$ cat config.mk
export PLATFORM = sky130hd
export DESIGN_NAME = accumulator_datapath
export DESIGN_NICKNAME = d
export VERILOG_FILES = /design/src/rtl/accumulator_datapath.sv
export SDC_FILE = /design/constraint.sdc
export NUM_CORES = 1
export LEC_CHECK = 0
export BUFFER_PORTS_ARGS = -buffer_cell sky130_fd_sc_hd__buf_2
export CAP_MARGIN = 20
export CORE_UTILIZATION = 40
export DETAILED_ROUTE_END_ITERATION = 10
export GPL_ROUTABILITY_DRIVEN = 0
export PLACE_DENSITY_LB_ADDON = 0.3
export SKIP_LAST_GASP = 1
export SYNTH_ARGS = -nofsm -noshare
export SYNTH_HDL_FRONTEND = slang
export SYNTH_SLANG_ARGS = --single-unit
export TNS_END_PERCENT = 5
$ cat constraint.sdc
create_clock -name clk -period 5.15 [get_ports clk]
set_input_delay 1.2875 -clock clk [delete_from_list [all_inputs] [get_ports clk]]
set_output_delay 1.2875 -clock clk [all_outputs]
set_load 0.03 [all_outputs]
$ cat src/rtl/accumulator_datapath.sv
// accumulator_datapath: program counter, instruction register, general
// register, accumulator, ALU and zero/carry flags driven by the strobes of
// controller_fsm. All outputs come straight from registers.
//
// Strobe semantics: there is no valid/ready handshake. Every strobe is
// level-sampled on each rising clock edge while CLB is low, and the
// controller holds a strobe high for exactly the cycles it wants applied.
// CLB clears all state asynchronously and masks every strobe while high.
module accumulator_datapath #(
    parameter int DW = 4,
    parameter int AW = 8
) (
    input  logic          clk,
    input  logic          CLB,
    input  logic          LoadIR,
    input  logic          IncPC,
    input  logic          selPC,
    input  logic          LoadPC,
    input  logic          LoadReg,
    input  logic          LoadAcc,
    input  logic [1:0]    SelAcc,
    input  logic [3:0]    SelALU,
    input  logic [7:0]    imem_data,
    output logic [AW-1:0] pc_addr,
    output logic [7:0]    I,
    output logic          zout,
    output logic          cout,
    output logic [DW-1:0] acc_out,
    output logic [DW-1:0] reg_out
);

    // Width of the immediate slice that fits into the datapath.
    localparam int IMM_W = (DW < 4) ? DW : 4;

    logic [AW-1:0] pc;
    logic [7:0]    ir;
    logic [DW-1:0] acc;
    logic [DW-1:0] gen_reg;
    logic          z_flag;
    logic          c_flag;

    // Immediate field as data (zero-extended / truncated) and as a PC offset
    // (sign-extended for relative jumps).
    logic [DW-1:0] imm_data;
    logic [AW-1:0] imm_abs;
    logic [AW-1:0] imm_rel;

    assign imm_data = DW'(ir[4 +: IMM_W]);
    assign imm_abs  = AW'(ir[7:4]);
    assign imm_rel  = AW'(signed'(ir[7:4]));

    // One extra bit on add/subtract exposes carry-out and borrow directly.
    logic [DW:0] sum_w;
    logic [DW:0] diff_w;

    assign sum_w  = {1'b0, acc} + {1'b0, gen_reg};
    assign diff_w = {1'b0, acc} - {1'b0, gen_reg};

    logic [DW-1:0] alu_y;
    logic          alu_c;
    logic [DW-1:0] acc_next;

    // ALU: operand A is ACC, operand B is REG; unused codes pass A through.
    always_comb begin
        alu_y = acc;
        alu_c = 1'b0;
        case (SelALU)
            4'b0001: begin
                alu_y = sum_w[DW-1:0];
                alu_c = sum_w[DW];
            end
            4'b0010: begin
                alu_y = diff_w[DW-1:0];
                alu_c = diff_w[DW];
            end
            4'b0011: alu_y = acc & gen_reg;
            4'b0100: alu_y = acc | gen_reg;
            4'b0101: alu_y = acc ^ gen_reg;
            4'b0110: alu_y = ~acc;
            default: begin
                alu_y = acc;
                alu_c = 1'b0;
            end
        endcase
    end

    // Accumulator source select.
    always_comb begin
        acc_next = acc;
        case (SelAcc)
            2'b00:   acc_next = gen_reg;
            2'b01:   acc_next = alu_y;
            2'b10:   acc_next = imm_data;
            default: acc_next = acc;
        endcase
    end

    // Program counter: jump beats increment; relative jumps wrap mod 2^AW.
    always_ff @(posedge clk or posedge CLB) begin
        if (CLB) begin
            pc <= '0;
        end else if (LoadPC) begin
            pc <= selPC ? (pc + imm_rel) : imm_abs;
        end else if (IncPC) begin
            pc <= pc + AW'(1);
        end
    end

    // Instruction register: captures the byte at the pre-edge PC.
    always_ff @(posedge clk or posedge CLB) begin
        if (CLB) begin
            ir <= '0;
        end else if (LoadIR) begin
            ir <= imem_data;
        end
    end

    // Accumulator.
    always_ff @(posedge clk or posedge CLB) begin
        if (CLB) begin
            acc <= '0;
        end else if (LoadAcc) begin
            acc <= acc_next;
        end
    end

    // General register: always copies the pre-edge ACC.
    always_ff @(posedge clk or posedge CLB) begin
        if (CLB) begin
            gen_reg <= '0;
        end else if (LoadReg) begin
            gen_reg <= acc;
        end
    end

    // Flags track the ACC written at this edge; carry only moves on ALU writes.
    always_ff @(posedge clk or posedge CLB) begin
        if (CLB) begin
            z_flag <= 1'b0;
            c_flag <= 1'b0;
        end else if (LoadAcc) begin
            z_flag <= (acc_next == '0);
            if (SelAcc == 2'b01) begin
                c_flag <= alu_c;
            end
        end
    end

    assign pc_addr = pc;
    assign I       = ir;
    assign zout    = z_flag;
    assign cout    = c_flag;
    assign acc_out = acc;
    assign reg_out = gen_reg;

endmodule
==> results of run 1 <==
-- state kept, by name, indices dropped and copies added (netlist names) --
signal	count
acc_out	4
pc_addr	8
cout	1
I	8
reg_out	4
zout	1
-- area by class of cell --
type                       instances  area, um2
inverter                          21      78.83
tap                               70      87.58
clock inverter                     1      30.03
fill                             527       2631
sequential                        26      650.6
timing repair buffer              48      262.8
clock buffer                       3      41.29
multi-input combinational        190       1423
-- Yosys cell counts (5+ instances only) --
| library cell | n |
|---|---|
| a21oi_1 | 21 |
| a31oi_1 | 5 |
| buf_2 | 5 |
| clkbuf_1 | 6 |
| dfrtp_1 | 26 |
| ha_1 | 20 |
| inv_1 | 17 |
| mux2_2 | 9 |
| mux2i_1 | 5 |
| nand2_1 | 20 |
| nand3_1 | 5 |
| nor2_1 | 15 |
| o21ai_0 | 10 |
| xnor2_1 | 5 |
| xor2_1 | 6 |
-- where the power goes --
group	internal (mW)	switching [mW]
logic	0.231	0.338
registers	0.251	0.0763
clock network	0.104	0.0697
total	0.586	0.484
-- how the worst max path moves through the flow --
stage | startpoint | end | slack, ns | depth (start not counted)
after floorplan | SelALU[1] | acc_out[3]$_DFFE_PP0P_ | 2.54 | 7
final | SelALU[2] | acc_out[3]$_DFFE_PP0P_ | 2.60 | 7
after global placement | SelAcc[0] | zout$_DFFE_PP0P_ | 2.35 | 7
after CTS | SelALU[2] | acc_out[3]$_DFFE_PP0P_ | 2.62 | 7
after detailed placement | SelALU[2] | acc_out[3]$_DFFE_PP0P_ | 2.32 | 7
after global routing | SelALU[2] | acc_out[3]$_DFFE_PP0P_ | 2.48 | 7
-- metrics by stage --
step	area, um2	std cells	utilization (%)	hold slack [ns]
finish	2574	359	49.45	0.5088
detailed placement	2475	354	47.55	0.4833
global route	2574	359	49.45	0.5277
global placement	2475	354	47.55	0.4861
CTS	2546	358	48.92	0.5145
floorplan	2211	250	-	0.6446
-- worst reg2reg max path: stages, from the launching register on --
cell	delay [ns]
dfrtp_1	0.52
inv_1	0.11
ha_1	0.23
fa_1	0.41
nor3b_1	0.21
a21oi_1	0.06
o221ai_1	0.22
o2bb2ai_1	0.18
nand2_1	0.10
o41ai_2	0.26
-- cell families (layout without fill, tap and decap cells) --
logic type | count (synthesis) | in the layout | share of synthesized area, %
AOI/OAI and AO/OA | 73 | 73 | 22.41
xor gates and xnor gates | 11 | 11 | 4.358
DFF | 26 | 26 | 29.43
buffers and inverters | 34 | 73 | 6.225
muxes | 15 | 15 | 7.357
and+or+nand+nor | 68 | 68 | 16.19
adders and majority gates | 23 | 23 | 14.04
-- layer usage --
layer,GRT usage (%),up-vias,share of wire [%]
li1,-,982,-
met4,4.808,0,1.0
met1,28.10,926,51
met2,29.28,46,44
met3,3.114,7,3.8
met5,0,-,0
==> reports/metrics.cfg, run 1 <==
[outcome]
run_status=completed

[timing]
fin_worst_skew_ns=0.006215
setup_viol=0
worstMarginPinSlew_ns=0.6239
worst_slack_ns=2.605
rsz0062_at_grt=false
slew-limit-headroom_pct=58.30
fmax_mhz=392.9
slew_violations=0
period_needed_ns=2.545
post-route-period-util_pct=49.42
hold_viol=0
tns_ns=0

[clocking]
post_cts_buffers=0
cts.repair.resized=0
cts_tree=built
clk_path_buf_depth=2
cts_buffers=3
cts_sinks=26
ctsHoldBuffers=0
clk_latency_ns=0.28
root_buffer=clkbuf_8
htreeDepth=1
clkTransAtPathRegs_ns=0.10

[floorplan]
io_pins=48
std_cell_rows=26
die_w_um=76.35
die_h_um=76.35
initial_core_util_pct=42.48
fp.coreArea_um2=5205
dieArea_um2=5829

[logic_synthesis]
avgSynthCellArea_um2=8.843
ys_seq_elements=26
synth_warnings=0
ys_seq_area_share_pct=29.43
yosysTopAreaCell=dfrtp_1
synth_cells=250
synth_area_um2=2211
synth_ff_type=dfrtp_1
synth_area_leaders=dfrtp_1, ha_1, a21oi_1
synth_edf_count=0
synth_top_area_share_pct=29.43
synthArstFlopShare_pct=100.0
synth_cell_types=61
syn-num-nets=295

[worst_setup_path]
start_kind=primary input
critPathCaptureType=flop
cp_top_family=simple AND/OR/NAND/NOR gates
max_stage_delay_ns=0.42
path_class=in2reg
r2r_setup_slack_ns=2.78
path_max_fanout=17
slowest_stage=or3_4
path_buf_inv=1
rr_startpoint=acc_out[0]$_DFFE_PP0P_
cp.required_ns=5.32
arrival_ns=2.72
crit_chain=buf_2 -> or3_4 -> nand4_2 -> a21oi_1 -> a221oi_1 -> a31oi_1 -> mux2_2
r2r_end=zout$_DFFE_PP0P_
reg2reg_depth=9

[route]
vias=1961
drc_errors=0
dr.pass1.iters=4
drt_iter0_markers=99
ant_nets=0
wire_per_inst_um=14.67
wirelength_um=5268
vias_per_cell=5.462

[layout]
area_growth_pct=16.41
drive_gt1_share_pct=24.57
final_cell_mix=buf_2, dfrtp_1, a21oi_1, nand2_1, ha_1
layout_commonest_cell=buf_2
fin_nets=335
antenna_cells=0

[hold_path]
hold_path.class=reg2reg
holdPathStages=1
worstHoldEndpoint=I[3]$_DFFE_PP0P_
hold_path.startpoint=I[3]$_DFFE_PP0P_

[global_route]
grt_pass1_vias=1833
grt_overflow_total=0
grt_antenna_before_repair=0
grt_pass1_wl_um=9045
track_usage_pct=19.20
grt_start_max_net_pins=27

[run]
maxCapViolCount=0

[pwr]
p_per_area_nw_per_um2=415.8
p_leak_nw=1.206
power_mw=1.070
vdd_drop_max_mv=0.1839

[placement]
dp_slack_ns=2.323
place_hpwl_um=3968
io_buffers=47

No activity file was read; power rests on OpenSTA's default activity.
==> run 2, diff against run 1 <==
--- a/config.mk
+++ b/config.mk
@@ -5,6 +5,7 @@
 export SDC_FILE = /design/constraint.sdc
 export NUM_CORES = 1
 export LEC_CHECK = 0
+export ABC_AREA = 1
 export BUFFER_PORTS_ARGS = -buffer_cell sky130_fd_sc_hd__buf_2
 export CAP_MARGIN = 20
 export CORE_UTILIZATION = 40
==> constraint.sdc (replaced) <==
create_clock -name clk -period 2.4 [get_ports clk]
set_input_delay 0.6 -clock clk [delete_from_list [all_inputs] [get_ports clk]]
set_output_delay 0.6 -clock clk [all_outputs]
set_load 0.03 [all_outputs]
==> run 2 against run 1 <==
Clock skew hardly changed. Via count is 13% higher. Synthesized cell count rose by 30%. Sequential share of layout area fell by 0.80 points. Routed wire length grew 4.5%. Sequential cell count unchanged. Register-to-register slack got worse by 2.5 ns. Synthesized area grew 2.5%. Cell count rose by 24%. Combinational power up 46%. First-iteration DRC count grew 3.0%. Largest cell class unchanged.
==> reports/metrics.cfg, run 2 <==
[outcome]
run_status=completed

[worst_setup_path]
cp_common_cell=nand2_1
start_kind=flop
r2r_end=zout$_DFFE_PP0P_
reg2reg_depth=14
arrival_ns=2.36
crit_chain=inv_1 -> ha_1 -> fa_1 -> xnor2_1 -> nor2_1 -> nor2_1 -> nand2_1 -> nand2_1 -> nand2_1 -> nand2_1 -> nand2_1 -> inv_1 -> nand3_1 -> nand2_1
max_stage_delay_ns=0.44
path_buf_inv=2
cp_top_family=adder cells
rr_startpoint=acc_out[0]$_DFFE_PP0P_
cp.required_ns=2.61
critPathCaptureType=flop
r2r_setup_slack_ns=0.25
slowest_stage=dfrtp_1
path_max_fanout=5
path_class=reg2reg

[clocking]
cts.repair.resized=0
cts_buffers=3
ctsHoldBuffers=0
root_buffer=clkbuf_8
clk_latency_ns=0.27
clkTransAtPathRegs_ns=0.09
post_cts_buffers=0
cts_sinks=26
cts_tree=built
clk_path_buf_depth=2
htreeDepth=1

[floorplan]
die_h_um=77.27
die_w_um=77.27
fp.coreArea_um2=5473
std_cell_rows=27
io_pins=48
initial_core_util_pct=41.40
dieArea_um2=5970

[layout]
final_cell_mix=nand2_1, buf_2, inv_1, nor2_1, dfrtp_1
design_area_um2=2658
area_growth_pct=17.28
fin_nets=420
drive_gt1_share_pct=18.18
layout_commonest_cell=nand2_1
antenna_cells=0
fill_cells=553
final_cells=446

[global_route]
grt_pass1_vias=2100
track_usage_pct=19.60
grt_start_max_net_pins=27
grt_antenna_before_repair=0
grt_pass1_wl_um=9501
grt_overflow_total=0

[logic_synthesis]
synth_top_area_share_pct=28.71
synth_edf_count=0
synth_warnings=0
synth_area_leaders=dfrtp_1, nand2_1, ha_1
avgSynthCellArea_um2=6.994
ys_seq_elements=26
ys_seq_area_share_pct=28.71
synth_cell_types=35
yosysMostFrequentCell=nand2_1
synth_area_um2=2266
synth_common_cells=nand2_1, inv_1, nor2_1
syn-num-nets=369
synth_cells=324
synth_ff_type=dfrtp_1
synthArstFlopShare_pct=100.0
yosysTopAreaCell=dfrtp_1

[timing]
rsz0062_at_grt=false
slew-limit-headroom_pct=77.25
fmax_mhz=465.0
setup_viol=0
holdWs_ns=0.3681
hold_viol=0
slew_violations=0
tns_ns=0
worstMarginPinSlew_ns=0.3413
period_needed_ns=2.151
post-route-period-util_pct=89.61
fin_worst_skew_ns=0.005733

[pwr]
p_leak_nw=1.439
vdd_drop_max_mv=0.3850
p_per_area_nw_per_um2=673.9
power_mw=1.791

[route]
vias=2221
wire_per_inst_um=12.35
wirelength_um=5507
drt_iter0_markers=102
vias_per_cell=4.980
drc_errors=0
ant_nets=0
dr.pass1.iters=4

[placement]
dp.cells=442
io_buffers=47
dpl_cell_area_um2=2586
place_hpwl_um=4434

[run]
maxCapViolCount=0

[hold_path]
hold_path.class=in2async

==> run 2: cell families after synthesis <==
| kind of cell | count (synthesis) | synth area share [%] |
|---|---|---|
| compound gates | 63 | 15.24 |
| xor+xnor | 6 | 2.319 |
| fa+ha+maj | 23 | 13.69 |
| buf+inv | 51 | 8.834 |
| flops | 26 | 28.71 |
| mux | 5 | 2.485 |
| simple gates | 150 | 28.71 |
==> run 2: tightest hold or removal path, stage by stage <==
cell and delay [ns]:
buf_2 0.10, inv_1 0.04, buf_4 0.31
==> run 2: stage by stage <==
step                setup WS [ns]  util [%]
detailed placement         0.3063     47.26
finish                     0.2493     48.56
global route               0.1211     48.56
floorplan                  0.3389         -
global placement           0.3146     47.26
CTS                        0.2804     48.56
==> run 2: where the power goes <==
part | internal (mW) | switching, mW | total [mW]
sequential | 0.505 | 0.0983 | 0.603
clock | 0.223 | 0.137 | 0.360
combinational | 0.289 | 0.539 | 0.828
total | 1.02 | 0.774 | 1.79
==> run 2: final cells by class <==
| type | count | area [um2] | share of cell area, % |
|---|---|---|---|
| Multi-Input combinational cell | 247 | 1415 | 53.25 |
| Clock buffer | 3 | 41.29 | 1.554 |
| Tap cell | 72 | 90.09 | 3.390 |
| Timing Repair Buffer | 49 | 250.2 | 9.416 |
| Sequential cell | 26 | 650.6 | 24.48 |
| Inverter | 48 | 180.2 | 6.780 |
| Clock inverter | 1 | 30.03 | 1.130 |
==> run 2: per-layer routing <==
layer,share of wire [%],global-route usage [%]
met5,0,0
met2,44,32.04
met3,4.1,3.452
met1,50,26.89
met4,1.3,4.151
==> run 2: how the worst max path moves through the flow <==
stage,start,end,slack [ns],cells past startpoint
2_1_floorplan,acc_out[0]$_DFFE_PP0P_,zout$_DFFE_PP0P_,0.34,14
3_3_place_gp,acc_out[0]$_DFFE_PP0P_,zout$_DFFE_PP0P_,0.31,14
3_5_place_dp,acc_out[0]$_DFFE_PP0P_,zout$_DFFE_PP0P_,0.31,14
4_1_cts,acc_out[0]$_DFFE_PP0P_,zout$_DFFE_PP0P_,0.28,14
5_1_grt,acc_out[0]$_DFFE_PP0P_,zout$_DFFE_PP0P_,0.12,14
6_report,acc_out[0]$_DFFE_PP0P_,zout$_DFFE_PP0P_,0.25,14
==> run 3, diff against run 2 <==
--- a/config.mk
+++ b/config.mk
@@ -5,9 +5,10 @@
 export SDC_FILE = /design/constraint.sdc
 export NUM_CORES = 1
 export LEC_CHECK = 0
-export ABC_AREA = 1
+export ABC_AREA = 0
 export BUFFER_PORTS_ARGS = -buffer_cell sky130_fd_sc_hd__buf_2
 export CAP_MARGIN = 20
+export CORE_ASPECT_RATIO = 1.1
 export CORE_UTILIZATION = 40
 export DETAILED_ROUTE_END_ITERATION = 10
 export GPL_ROUTABILITY_DRIVEN = 0
==> run 3 against run 2 <==
Sequential share of layout area increased by 0.58 points. Register-to-register slack got worse by 0.15 ns. Power increased by 25%. Critical path type unchanged. Highest routed layer unchanged. Clock skew increased by 0.0039 ns. Cell count decreased by 17%. Design area decreased by 2.3%. Core utilization decreased by 0.12 points. Hold slack got worse by 0.0013 ns.
==> reports/metrics.cfg, run 3 (synthesized netlist as in run 1, its figures left out) <==
[timing]
fmax_mhz=435.3
slew-limit-headroom_pct=66.99
rsz0062_at_grt=false
worstMarginPinSlew_ns=0.4939
tns_ns=0
fin_worst_skew_ns=0.009679
slew_violations=0
hold_viol=0
post-route-period-util_pct=95.72
holdWs_ns=0.3668
setup_viol=0
period_needed_ns=2.297

[floorplan]
fp.coreArea_um2=5360
io_pins=48
std_cell_rows=28
initial_core_util_pct=41.25
dieArea_um2=5829
die_h_um=79.98
die_w_um=72.89

[worst_setup_path]
cp.depth=7
cp_top_family=compound AO/OA/AOI/OAI gates
cp.required_ns=2.57
reg2reg_depth=7
max_stage_delay_ns=0.44
critPathLaunch=reg_out[0]$_DFFE_PP0P_
rr_startpoint=reg_out[0]$_DFFE_PP0P_
start_kind=flop
crit_chain=ha_1 -> fa_1 -> xor2_1 -> a221oi_1 -> o2bb2ai_1 -> nand2_1 -> o41ai_2
arrival_ns=2.47
r2r_end=zout$_DFFE_PP0P_
path_max_fanout=5
path_class=reg2reg
r2r_setup_slack_ns=0.10
slowest_stage=dfrtp_1
crit_end=zout$_DFFE_PP0P_
critPathCaptureType=flop
path_buf_inv=0

[route]
wirelength_um=5457
ant_nets=0
drc_errors=0
wire_per_inst_um=14.71
vias=2029
vias_per_cell=5.469
dr.pass1.iters=5
drt_iter0_markers=133

[clocking]
htreeDepth=1
clk_path_buf_depth=2
post_cts_buffers=0
root_buffer=clkbuf_8
cts.repair.resized=0
ctsHoldBuffers=0
clk_latency_ns=0.28
cts_buffers=3
cts_tree=built
clkTransAtPathRegs_ns=0.10
cts_sinks=26

[layout]
layout_commonest_cell=buf_2
seq_area_um2=650.6
drive_gt1_share_pct=26.35
multiInputGateArea_um2=1423
fin_nets=342
area_growth_pct=17.43
final_cells=371
antenna_cells=0
final_core_util_pct=48.44
fill_cells=515
final_cell_mix=buf_2, dfrtp_1, a21oi_1, nand2_1, ha_1

[placement]
place_hpwl_um=4246
io_buffers=47
dp.cells=367

[hold_path]
hold_path.class=in2async

[pwr]
pwr-share-seq_pct=30.1
vdd_drop_max_mv=0.5460
intPower_mw=1.204
swShare_pct=46.03
p_clk_share_pct=13.2
p_switching_mw=1.027
combPwrFrac_pct=56.7
p_per_area_nw_per_um2=859.0
p_leak_nw=1.226

[run]
maxCapViolCount=0

[global_route]
grt_antenna_before_repair=0
grt_pass1_wl_um=9390
grt_start_max_net_pins=27
grt_overflow_total=0
grt_pass1_vias=1995
track_usage_pct=20.42

[outcome]
run_status=completed

## run 3: layout make-up
cell class / instances / area share, %
well taps: 75 / 3.614
multi-input cells: 190 / 54.80
flip-flops and latches: 26 / 25.06
clock buffers: 4 / 2.120
inverters: 21 / 3.036
repair buffers: 55 / 11.37
## run 3: how the worst min path moves through the flow
stage	startpoint	endpoint	slack [ns]	cells past startpoint
floorplan	CLB	I[0]$_DFFE_PP0P_	0.64	1
global placement	cout$_DFFE_PP0P_	cout$_DFFE_PP0P_	0.46	2
detailed placement	cout$_DFFE_PP0P_	cout$_DFFE_PP0P_	0.47	2
CTS	CLB	acc_out[3]$_DFFE_PP0P_	0.38	3
global route	CLB	I[6]$_DFFE_PP0P_	0.42	3
finish	CLB	pc_addr[3]$_DFFE_PP0P_	0.37	3
## run 3: power by group through the flow
stage,sequential (mW),combinational [mW],clock [mW]
floorplan,0.882,0.722,0
global placement,0.677,1.25,0
detailed placement,0.682,1.26,0
CTS,0.673,1.27,0.305
global route,0.695,1.40,0.320
finish,0.672,1.26,0.294
## run 3: routing by layer
| metal | share of wire (%) | track usage, % | vias up |
|---|---|---|---|
| li1 | - | - | 997 |
| met1 | 45 | 26.64 | 956 |
| met2 | 48 | 34.39 | 66 |
| met3 | 5.1 | 1.768 | 10 |
| met4 | 2.1 | 8.431 | 0 |
| met5 | 0 | 0 | - |
## run 3: worst reg2reg max path: stages, from the launching register on
cell       delay, ns
dfrtp_1         0.44
ha_1            0.25
fa_1            0.44
xor2_1          0.19
a221oi_1        0.34
o2bb2ai_1       0.19
nand2_1         0.09
o41ai_2         0.27
## run 3: through the flow
| stage | area (um2) | setup WS (ns) | total power, mW |
|---|---|---|---|
| after floorplan | 2211 | 0.1276 | 1.604 |
| after global placement | 2541 | 0.1362 | 1.924 |
| after detailed placement | 2541 | 0.1450 | 1.944 |
| after CTS | 2596 | 0.09090 | 2.248 |
| after global routing | 2596 | 0.0009821 | 2.414 |
| final | 2596 | 0.1027 | 2.230 |
